<file path="src/rtl/reg_pair_sequencer.sv">
// rtl/reg_pair_sequencer.sv - register-pair MOV/INC/DEC/LD sequencer driving an 8-bit register file
module reg_pair_sequencer (
   input  logic        clk_i,
   input  logic        rst_i,
   input  logic        start_i,
   input  logic [1:0]  op_i,
   input  logic [2:0]  src_sel_i,
   input  logic [2:0]  dst_sel_i,
   input  logic [1:0]  pair_i,
   input  logic [15:0] imm16_i,
   output logic        busy_o,
   output logic        done_o,
   output logic        err_o,
   output logic [15:0] result_o,
   output logic [2:0]  rf_wr_sel_o,
   output logic [2:0]  rf_rd_sel_o,
   output logic        rf_wr_en_o,
   output logic        rf_rd_en_o,
   output logic [7:0]  rf_wdata_o,
   input  logic [7:0]  rf_rdata_i
);

   typedef enum logic [2:0] {IDLE, RD_LO, RD_HI, WR_LO, WR_HI, DONE} state_t;

   localparam logic [1:0] OP_MOV = 2'b00;
   localparam logic [1:0] OP_INC = 2'b01;
   localparam logic [1:0] OP_LD  = 2'b11;

   state_t      state_q;
   logic [1:0]  op_q;
   logic [2:0]  dst_q;
   logic [1:0]  pair_q;
   logic [7:0]  imm_hi_q;
   logic [7:0]  lo_q;
   logic [7:0]  hi_q;
   logic        busy_q;
   logic        done_q;
   logic        err_q;
   logic [15:0] result_q;
   logic [2:0]  rf_wr_sel_q;
   logic [2:0]  rf_rd_sel_q;
   logic        rf_wr_en_q;
   logic        rf_rd_en_q;
   logic [7:0]  rf_wdata_q;

   logic        invalid_d;
   logic [7:0]  lo_wr_d;
   logic [7:0]  hi_wr_d;

   // lo_q holds the byte read in RD_LO, then the byte written in WR_LO; carry/borrow comes from the latter
   always_comb begin
      invalid_d = 1'b0;
      lo_wr_d   = 8'h00;
      hi_wr_d   = 8'h00;
      if (op_i == OP_MOV) begin
         invalid_d = (src_sel_i == 3'b110) || (dst_sel_i == 3'b110);
      end else begin
         invalid_d = (pair_i == 2'b11);
      end
      lo_wr_d = (op_q == OP_INC) ? lo_q + 8'd1 : lo_q - 8'd1;
      if (op_q == OP_LD) begin
         hi_wr_d = imm_hi_q;
      end else if (op_q == OP_INC) begin
         hi_wr_d = hi_q + {7'd0, (lo_q == 8'h00)};
      end else begin
         hi_wr_d = hi_q - {7'd0, (lo_q == 8'hFF)};
      end
   end

   always_ff @(posedge clk_i) begin
      if (rst_i) begin
         state_q     <= IDLE;
         op_q        <= 2'b00;
         dst_q       <= 3'b000;
         pair_q      <= 2'b00;
         imm_hi_q    <= 8'h00;
         lo_q        <= 8'h00;
         hi_q        <= 8'h00;
         busy_q      <= 1'b0;
         done_q      <= 1'b0;
         err_q       <= 1'b0;
         result_q    <= 16'h0000;
         rf_wr_sel_q <= 3'b000;
         rf_rd_sel_q <= 3'b000;
         rf_wr_en_q  <= 1'b0;
         rf_rd_en_q  <= 1'b0;
         rf_wdata_q  <= 8'h00;
      end else begin
         done_q      <= 1'b0;
         err_q       <= 1'b0;
         rf_wr_sel_q <= 3'b000;
         rf_rd_sel_q <= 3'b000;
         rf_wr_en_q  <= 1'b0;
         rf_rd_en_q  <= 1'b0;
         rf_wdata_q  <= 8'h00;
         case (state_q)
            IDLE: begin
               if (start_i) begin
                  op_q     <= op_i;
                  dst_q    <= dst_sel_i;
                  pair_q   <= pair_i;
                  imm_hi_q <= imm16_i[15:8];
                  busy_q   <= 1'b1;
                  if (invalid_d) begin
                     state_q <= DONE;
                     done_q  <= 1'b1;
                     err_q   <= 1'b1;
                  end else if (op_i == OP_MOV) begin
                     state_q     <= RD_LO;
                     rf_rd_en_q  <= 1'b1;
                     rf_rd_sel_q <= src_sel_i;
                  end else if (op_i == OP_LD) begin
                     state_q     <= WR_LO;
                     lo_q        <= imm16_i[7:0];
                     rf_wr_en_q  <= 1'b1;
                     rf_wr_sel_q <= {pair_i, 1'b1};
                     rf_wdata_q  <= imm16_i[7:0];
                  end else begin
                     state_q     <= RD_LO;
                     rf_rd_en_q  <= 1'b1;
                     rf_rd_sel_q <= {pair_i, 1'b1};
                  end
               end
            end
            RD_LO: begin
               lo_q <= rf_rdata_i;
               if (op_q == OP_MOV) begin
                  state_q     <= WR_LO;
                  rf_wr_en_q  <= 1'b1;
                  rf_wr_sel_q <= dst_q;
                  rf_wdata_q  <= rf_rdata_i;
               end else begin
                  state_q     <= RD_HI;
                  rf_rd_en_q  <= 1'b1;
                  rf_rd_sel_q <= {pair_q, 1'b0};
               end
            end
            RD_HI: begin
               hi_q        <= rf_rdata_i;
               lo_q        <= lo_wr_d;
               state_q     <= WR_LO;
               rf_wr_en_q  <= 1'b1;
               rf_wr_sel_q <= {pair_q, 1'b1};
               rf_wdata_q  <= lo_wr_d;
            end
            WR_LO: begin
               if (op_q == OP_MOV) begin
                  state_q  <= DONE;
                  done_q   <= 1'b1;
                  result_q <= {8'h00, lo_q};
               end else begin
                  state_q     <= WR_HI;
                  hi_q        <= hi_wr_d;
                  rf_wr_en_q  <= 1'b1;
                  rf_wr_sel_q <= {pair_q, 1'b0};
                  rf_wdata_q  <= hi_wr_d;
               end
            end
            WR_HI: begin
               state_q  <= DONE;
               done_q   <= 1'b1;
               result_q <= {hi_q, lo_q};
            end
            DONE: begin
               state_q <= IDLE;
               busy_q  <= 1'b0;
            end
            default: begin
               state_q <= IDLE;
               busy_q  <= 1'b0;
            end
         endcase
      end
   end

   assign busy_o      = busy_q;
   assign done_o      = done_q;
   assign err_o       = err_q;
   assign result_o    = result_q;
   assign rf_wr_sel_o = rf_wr_sel_q;
   assign rf_rd_sel_o = rf_rd_sel_q;
   assign rf_wr_en_o  = rf_wr_en_q;
   assign rf_rd_en_o  = rf_rd_en_q;
   assign rf_wdata_o  = rf_wdata_q;

endmodule

</file>
<file path="config.mk">
export PLATFORM = sky130hd
export DESIGN_NAME = reg_pair_sequencer
export DESIGN_NICKNAME = d
export VERILOG_FILES = /design/src/rtl/reg_pair_sequencer.sv
export SDC_FILE = /design/constraint.sdc
export NUM_CORES = 1
export LEC_CHECK = 0
export ABC_CLOCK_PERIOD_IN_PS = 5000
export CORE_AREA = 2 2 86 88
export DETAILED_ROUTE_END_ITERATION = 8
export DIE_AREA = 0 0 88 90
export MAX_ROUTING_LAYER = met4
export PLACE_DENSITY_LB_ADDON = 0.05
export SLEW_MARGIN = 20
export SYNTH_ARGS = -nofsm -noshare
export SYNTH_HDL_FRONTEND = slang
export SYNTH_SLANG_ARGS = --single-unit
</file>
<file path="constraint.sdc">
create_clock -name clk_i -period 5 [get_ports clk_i]
set_clock_uncertainty 0.1 [all_clocks]
set_input_delay 1 -clock clk_i [delete_from_list [all_inputs] [get_ports clk_i]]
set_output_delay 1 -clock clk_i [all_outputs]
set_load 0.02 [all_outputs]
</file>
==> results.json <==
{
  "outcome": "finished clean",
  "io_buffer_count": 71,
  "grt_first_pass_wirelength_um": 17620,
  "initial_core_util": 0.5368,
  "cts_resized": 0,
  "r2r_start": "lo_q[0]",
  "p_clk_frac": 0.257,
  "ys_warn_count": 0,
  "finalMaxSlewViolations": 0,
  "fillers": 612,
  "finalCritPeriodShare": 0.6375,
  "finalPower_mw": 1.675,
  "slew-limit-headroom": 0.4386,
  "rrSetupSlack_ns": 1.81,
  "synthArstFlopShare": 0,
  "clk_transition_reported_paths_ns": 0.09,
  "drc": 0,
  "ant_nets": 0,
  "layout.nets": 561,
  "worst-endpoint-arrival_ns": 3.33,
  "drive_gt1_frac": 0.07143,
  "synth_cells": 461,
  "synth_cell_types": 68,
  "insertion_delay_ns": 0.36,
  "min_path_cells": 2,
  "power_frac_seq": 0.423,
  "combinationalPowerShare": 0.320,
  "use_met3": 0.06979,
  "end_kind": "flip-flop",
  "multiInputGateArea_mm2": 0.002190,
  "tightestPinTransition_ns": 0.8403,
  "die_w_um": 88,
  "row_count": 31,
  "ctsHtreeMaxLevel": 3,
  "routed_wl_um": 11080,
  "drtIter0Drc": 347,
  "tns_ns": 0,
  "drv_cap": 0,
  "fin_area_mm2": 0.004637,
  "hold_slack_ns": 0.3574,
  "netSwitchingPower_mw": 0.6433,
  "cts_buffers": 9,
  "rsz0062_at_grt": "no",
  "synth_area_mm2": 0.003769,
  "synth_nets": 509,
  "die-height_um": 90,
  "core_area_mm2": 0.007020,
  "final-seq-area_mm2": 0.001381,
  "p_leak_nw": 1.718,
  "synth.area.top_cells": "dfxtp_1, nand2_1, a21oi_1",
  "avgSynthCellArea_um2": 8.175,
  "hold_end": "result_o[2]",
  "postCtsSetupBuffers": 0,
  "busiest_layer": "met2",
  "ys_ff_latch": 69,
  "grt.met2_usage": 0.4179,
  "min_period_ns": 3.187,
  "rr_worst_depth": 9,
  "swShare": 0.3840,
  "first_pass_iters": 6,
  "grt_antenna_before_repair": 0,
  "synth_top_area_frac": 0.3665,
  "postPlaceCellArea_mm2": 0.004442,
  "die_area_mm2": 0.007920,
  "wl_per_cell_um": 17.95,
  "gp_congestion": 1.002,
  "synthFlopType": "dfxtp_1",
  "met1_usage": 0.4069,
  "stdcell_count": 617,
  "clockRootBuffer": "clkbuf_8",
  "finalSetupViolCount": 0,
  "grt_max_degree": 33,
  "critPathKind": "flip-flop to flip-flop",
  "synth-edff-count": 0,
  "hold_class": "flip-flop to flip-flop",
  "synth_area_leader_cell": "dfxtp_1",
  "cp.required_ns": 5.14,
  "power.internal_mw": 1.032,
  "syn2layout_area_growth_pct": 23.04,
  "grt_overflow": 0,
  "grtUsageTotal": 0.2941,
  "r2r-end": "hi_q[6]",
  "via_count": 3808,
  "p_per_area_mw_per_mm2": 361.3,
  "peakVddDrop_mv": 0.2028,
  "cts_buffer_depth": 2,
  "max_freq_ghz": 0.3137,
  "cts_hold_buffers": 0,
  "io_pins": 72,
  "via_per_inst": 6.172,
  "cts_tree": "done",
  "yosysSeqAreaShare": 0.3665,
  "grt_pass1_vias": 3496,
  "hpwl_um": 8239,
  "cts.sinks": 69,
  "worst_setup_path_start_kind": "flip-flop",
  "hold_viol_final": 0,
  "holdCritStartpoint": "result_o[2]",
  "antenna_cells": 0,
  "cp_max_fo": 10,
  "dp.cells": 601
}
-- stage by stage --
| stage | util | setup slack, ns |
|---|---|---|
| floorplan | - | 2.215 |
| global placement | 0.6327 | 1.838 |
| detailed placement | 0.6327 | 1.759 |
| CTS | 0.6592 | 1.854 |
| global route | 0.6605 | 1.594 |
| finish | 0.6605 | 1.813 |
-- sequential cells by signal, summed over array words and instances (netlist names) --
signal / count
hi_q: 8
dst_q: 3
result_o: 16
rf_wdata_o: 8
rf_wr_en_o: 1
pair_q: 2
done_o: 1
rf_rd_sel_o: 3
state_q: 3
rf_rd_en_o: 1
busy_o: 1
err_o: 1
op_q: 2
rf_wr_sel_o: 3
imm_hi_q: 8
lo_q: 8
-- power by group through the flow --
stage                     combinational [mW]  clock (mW)  sequential [mW]
after floorplan                        0.378           0            0.688
final                                  0.536       0.431            0.708
after detailed placement               0.526           0            0.715
after global routing                   0.586       0.458            0.714
after CTS                              0.529       0.437            0.702
after global placement                 0.520           0            0.714
-- critical path, stage by stage, from the launching register on --
cell and delay, ns:
dfxtp_1 0.60, and4_4 0.34, nand3_4 0.17, xnor2_1 0.18, ha_1 0.25, nor3_1 0.26, nor4_1 0.12, o311ai_0 0.54
nand4bb_1 0.21, a221oi_1 0.30
-- kinds of logic after synthesis --
| logic type | share of synthesized area |
|---|---|
| AO/OA/AOI/OAI | 0.2523 |
| XOR/XNOR | 0.02557 |
| adder cells (fa/ha/maj) | 0.03851 |
| buffers and inverters | 0.05478 |
| flip-flops | 0.3665 |
| multiplexers | 0.02656 |
| AND/OR/NAND/NOR | 0.2357 |
-- synth_stat cells, types with 3 or more instances --
cell      count
nand3_1       4
nand3b_1      3
mux2i_1      10
o211ai_1      7
nand2_1      73
nand4_1       5
a211oi_1     11
inv_1         5
buf_2         7
a221oi_1      6
nor3b_1       3
o21ai_0      15
xnor2_1       8
nor4_1        6
or3_1         3
o221ai_1      3
a222oi_1      4
clkbuf_1     14
and2_1        5
buf_1         3
a31oi_1       7
buf_4         4
o22ai_1       5
a21o_1        4
o21a_1        4
xor2_1        3
a21oi_1      48
nor2_1       40
a22oi_1      12
dfxtp_1      69
nor3_1       13
ha_1         10
-- cells in the final DEF, fill, tap and decap left out, types with 3 or more instances in the layout --
master | synthesis | final
o21a_1 | 4 | 4
clkdlybuf4s50_1 | 0 | 71
or3_1 | 3 | 3
a21o_1 | 4 | 4
inv_6 | 0 | 3
nor3b_1 | 3 | 3
a221oi_1 | 6 | 6
a222oi_1 | 4 | 4
a211oi_1 | 11 | 11
a22oi_1 | 12 | 12
nor2_1 | 40 | 40
mux2i_1 | 10 | 10
and2_1 | 5 | 5
clkbuf_8 | 1 | 9
dfxtp_1 | 69 | 69
o211ai_1 | 7 | 7
o21ai_0 | 15 | 15
nand2_1 | 73 | 73
o221ai_1 | 3 | 3
xor2_1 | 3 | 3
nand4_1 | 5 | 5
nor4_1 | 6 | 6
a31oi_1 | 7 | 7
nand3b_1 | 3 | 3
inv_1 | 5 | 5
a21oi_1 | 48 | 47
ha_1 | 10 | 10
o22ai_1 | 5 | 5
nand3_1 | 4 | 4
nor3_1 | 13 | 12
xnor2_1 | 8 | 8
-- cell type report --
type	instances	area share
multi-input cells	352	0.4722
inverters	8	0.006476
clock inverters	7	0.01349
well taps	99	0.02671
flip-flops and latches	69	0.2979
clock buffers	9	0.02671
repair buffers	73	0.1565
-- layer usage --
metal | routed length (um) | vias to the layer above
li1 | - | 1803
met1 | 4754 | 1762
met2 | 5016 | 214
met3 | 1030 | 29
met4 | 276 | 0
met5 | 0 | -
-- worst max-delay path by stage --
stage	start	end	slack (ns)	cells after the start
after floorplan	lo_q[0]	hi_q[7]	2.22	12
after global placement	start_i	lo_q[2]	1.84	6
after detailed placement	start_i	lo_q[3]	1.76	6
after CTS	op_q[1]	hi_q[6]	1.85	11
after global routing	op_q[1]	hi_q[6]	1.59	11
final	lo_q[0]	hi_q[6]	1.81	9
(Power assumes the default switching activity.)
==> variant: new RTL, same settings <==
Re-encode `state_t` (6 states) as one-hot, 6 bits wide.
--- a/src/rtl/reg_pair_sequencer.sv
+++ b/src/rtl/reg_pair_sequencer.sv
@@ -20,7 +20,7 @@
    input  logic [7:0]  rf_rdata_i
 );
 
-   typedef enum logic [2:0] {IDLE, RD_LO, RD_HI, WR_LO, WR_HI, DONE} state_t;
+   typedef enum logic [5:0] {IDLE = 6'b000001, RD_LO = 6'b000010, RD_HI = 6'b000100, WR_LO = 6'b001000, WR_HI = 6'b010000, DONE = 6'b100000} state_t;
 
    localparam logic [1:0] OP_MOV = 2'b00;
    localparam logic [1:0] OP_INC = 2'b01;
Formal check against the unedited RTL: no difference found for any inputs over 4 cycles, from zero or initial values and one cycle with rst_i high; so few cycles prove little.
==> variant against the unedited design <==
  * Largest cell class unchanged
  * Setup slack worse by 520 ps
  * Design area hardly changed
  * Area after synthesis down 1.0%
  * Critical path depth is 3 higher
  * Routed wire length shrank 5.1%
  * Sequential cell count grew 3
  * Via count is 3.3% lower
Power is not compared: it rests on default switching activity, and its combinational part moved more than twofold at a synthesized area within 25%.
==> variant: results <==
metrics = {
    "grt": {
        "grt_pass1_wl_microns": 16800,
        "antenna_found_initial": 0,
        "grt_pass1_vias": 3414,
        "track_usage_pct": 28.0,
        "grt_max_degree": 48,
    },
    "critical_path": {
        "rr_worst_depth": 12,
        "critical_path.max_fanout": 17,
        "cpPeakStageDelay_ps": 640,
        "r2r-start": "op_q[1]",
        "slowest_stage": "nor3_4",
        "crit_family": "simple AND/OR/NAND/NOR gates",
        "r2r_slack_ps": 1300,
        "cp.arrival_ps": 3870,
    },
    "synthesis": {
        "synthTopCellsByArea": "dfxtp_1 39%, nand2_1 6.5%, nor2_1 5.6%",
        "ys_seq_area_share_pct": 38.6,
        "syn_nets": 506,
        "yosys-top-cells-count": "72 x dfxtp_1, 65 x nand2_1, 56 x nor2_1",
    },
    "outcome": {
        "status": "complete, no violations",
    },
    "detailed_routing": {
        "wl_microns": 10500,
        "vias_per_cell": 5.94,
        "drt_iter0_drc": 263,
    },
    "layout": {
        "drive_gt1_share_pct": 6.53,
    },
    "placement": {
        "hpwl_microns": 7700,
        "dpl_worst_slack_ps": 1410,
    },
    "timing": {
        "slew_headroom_pct": 40.7,
    },
}
==> variant: cell count changes after synthesis, moves of 5 or more <==
cell	before	now
nor2_1	40	56
a21oi_1	48	38
nand2_1	73	65
o211ai_1	7	0
clkbuf_1	14	19
==> variant: per-stage QoR <==
stage / cells / total power (uW) / area [sq um] / utilization [%] / hold slack (ps)
after CTS: 620 / 1310 / 4640 / 66.1 / 353
after floorplan: 458 / 791 / 3730 / - / 336
after global routing: 620 / 1370 / 4640 / 66.1 / 366
after detailed placement: 604 / 876 / 4460 / 63.5 / 343
final: 620 / 1310 / 4640 / 66.1 / 351
after global placement: 604 / 872 / 4460 / 63.5 / 339
==> variant: worst min-delay path, cell delays in order, from the launching register on <==
cell and delay (ps):
dfxtp_1 310, nand2_1 50, a21oi_1 50
==> variant: layout make-up <==
cell class	instances	area [sq um]
clock buffers	12	135
multi-input cells	352	2130
inverters	7	26.3
clock inverters	4	45.0
well taps	99	124
fillers	623	2380
flip-flops and latches	72	1440
repair buffers	74	733
==> variant: cells by family (layout without fill, tap and decap cells) <==
| kind of cell | after synthesis | after routing | synth area share [%] |
|---|---|---|---|
| adders and majority gates | 11 | 11 | 3.89 |
| and+or+nand+nor | 191 | 191 | 24.8 |
| xor gates and xnor gates | 9 | 9 | 2.11 |
| muxes | 11 | 11 | 2.95 |
| buffers and inverters | 34 | 97 | 4.16 |
| DFF | 72 | 72 | 38.6 |
| AOI/OAI and AO/OA | 130 | 130 | 23.4 |
==> variant: report_power, final <==
group          total (uW)  leakage [uW]  internal, uW  switching (uW)
clock network         443     0.0000941           229             215
registers             623      0.000584           600            23.8
logic                 244       0.00104           104             141
total                1310       0.00171           932             379
==> variant: worst max path at each step <==
stage | end | slack [ps] | depth (start not counted)
2_1_floorplan | hi_q[6] | 2060 | 13
3_3_place_gp | hi_q[6] | 1640 | 12
3_5_place_dp | hi_q[6] | 1410 | 12
4_1_cts | hi_q[6] | 1380 | 12
5_1_grt | hi_q[6] | 1030 | 12
6_report | hi_q[6] | 1300 | 12
==> variant: layer usage <==
metal  vias up  GRT usage, %  share of wire [%]  routed length [microns]
li1       1792             -                  -                        -
met1      1696          35.8                 44                     4610
met2       165          42.7                 47                     4890
met3        28          5.42                6.6                      692
met4         0          12.2                3.0                      318
met5         -             -                  0                        0
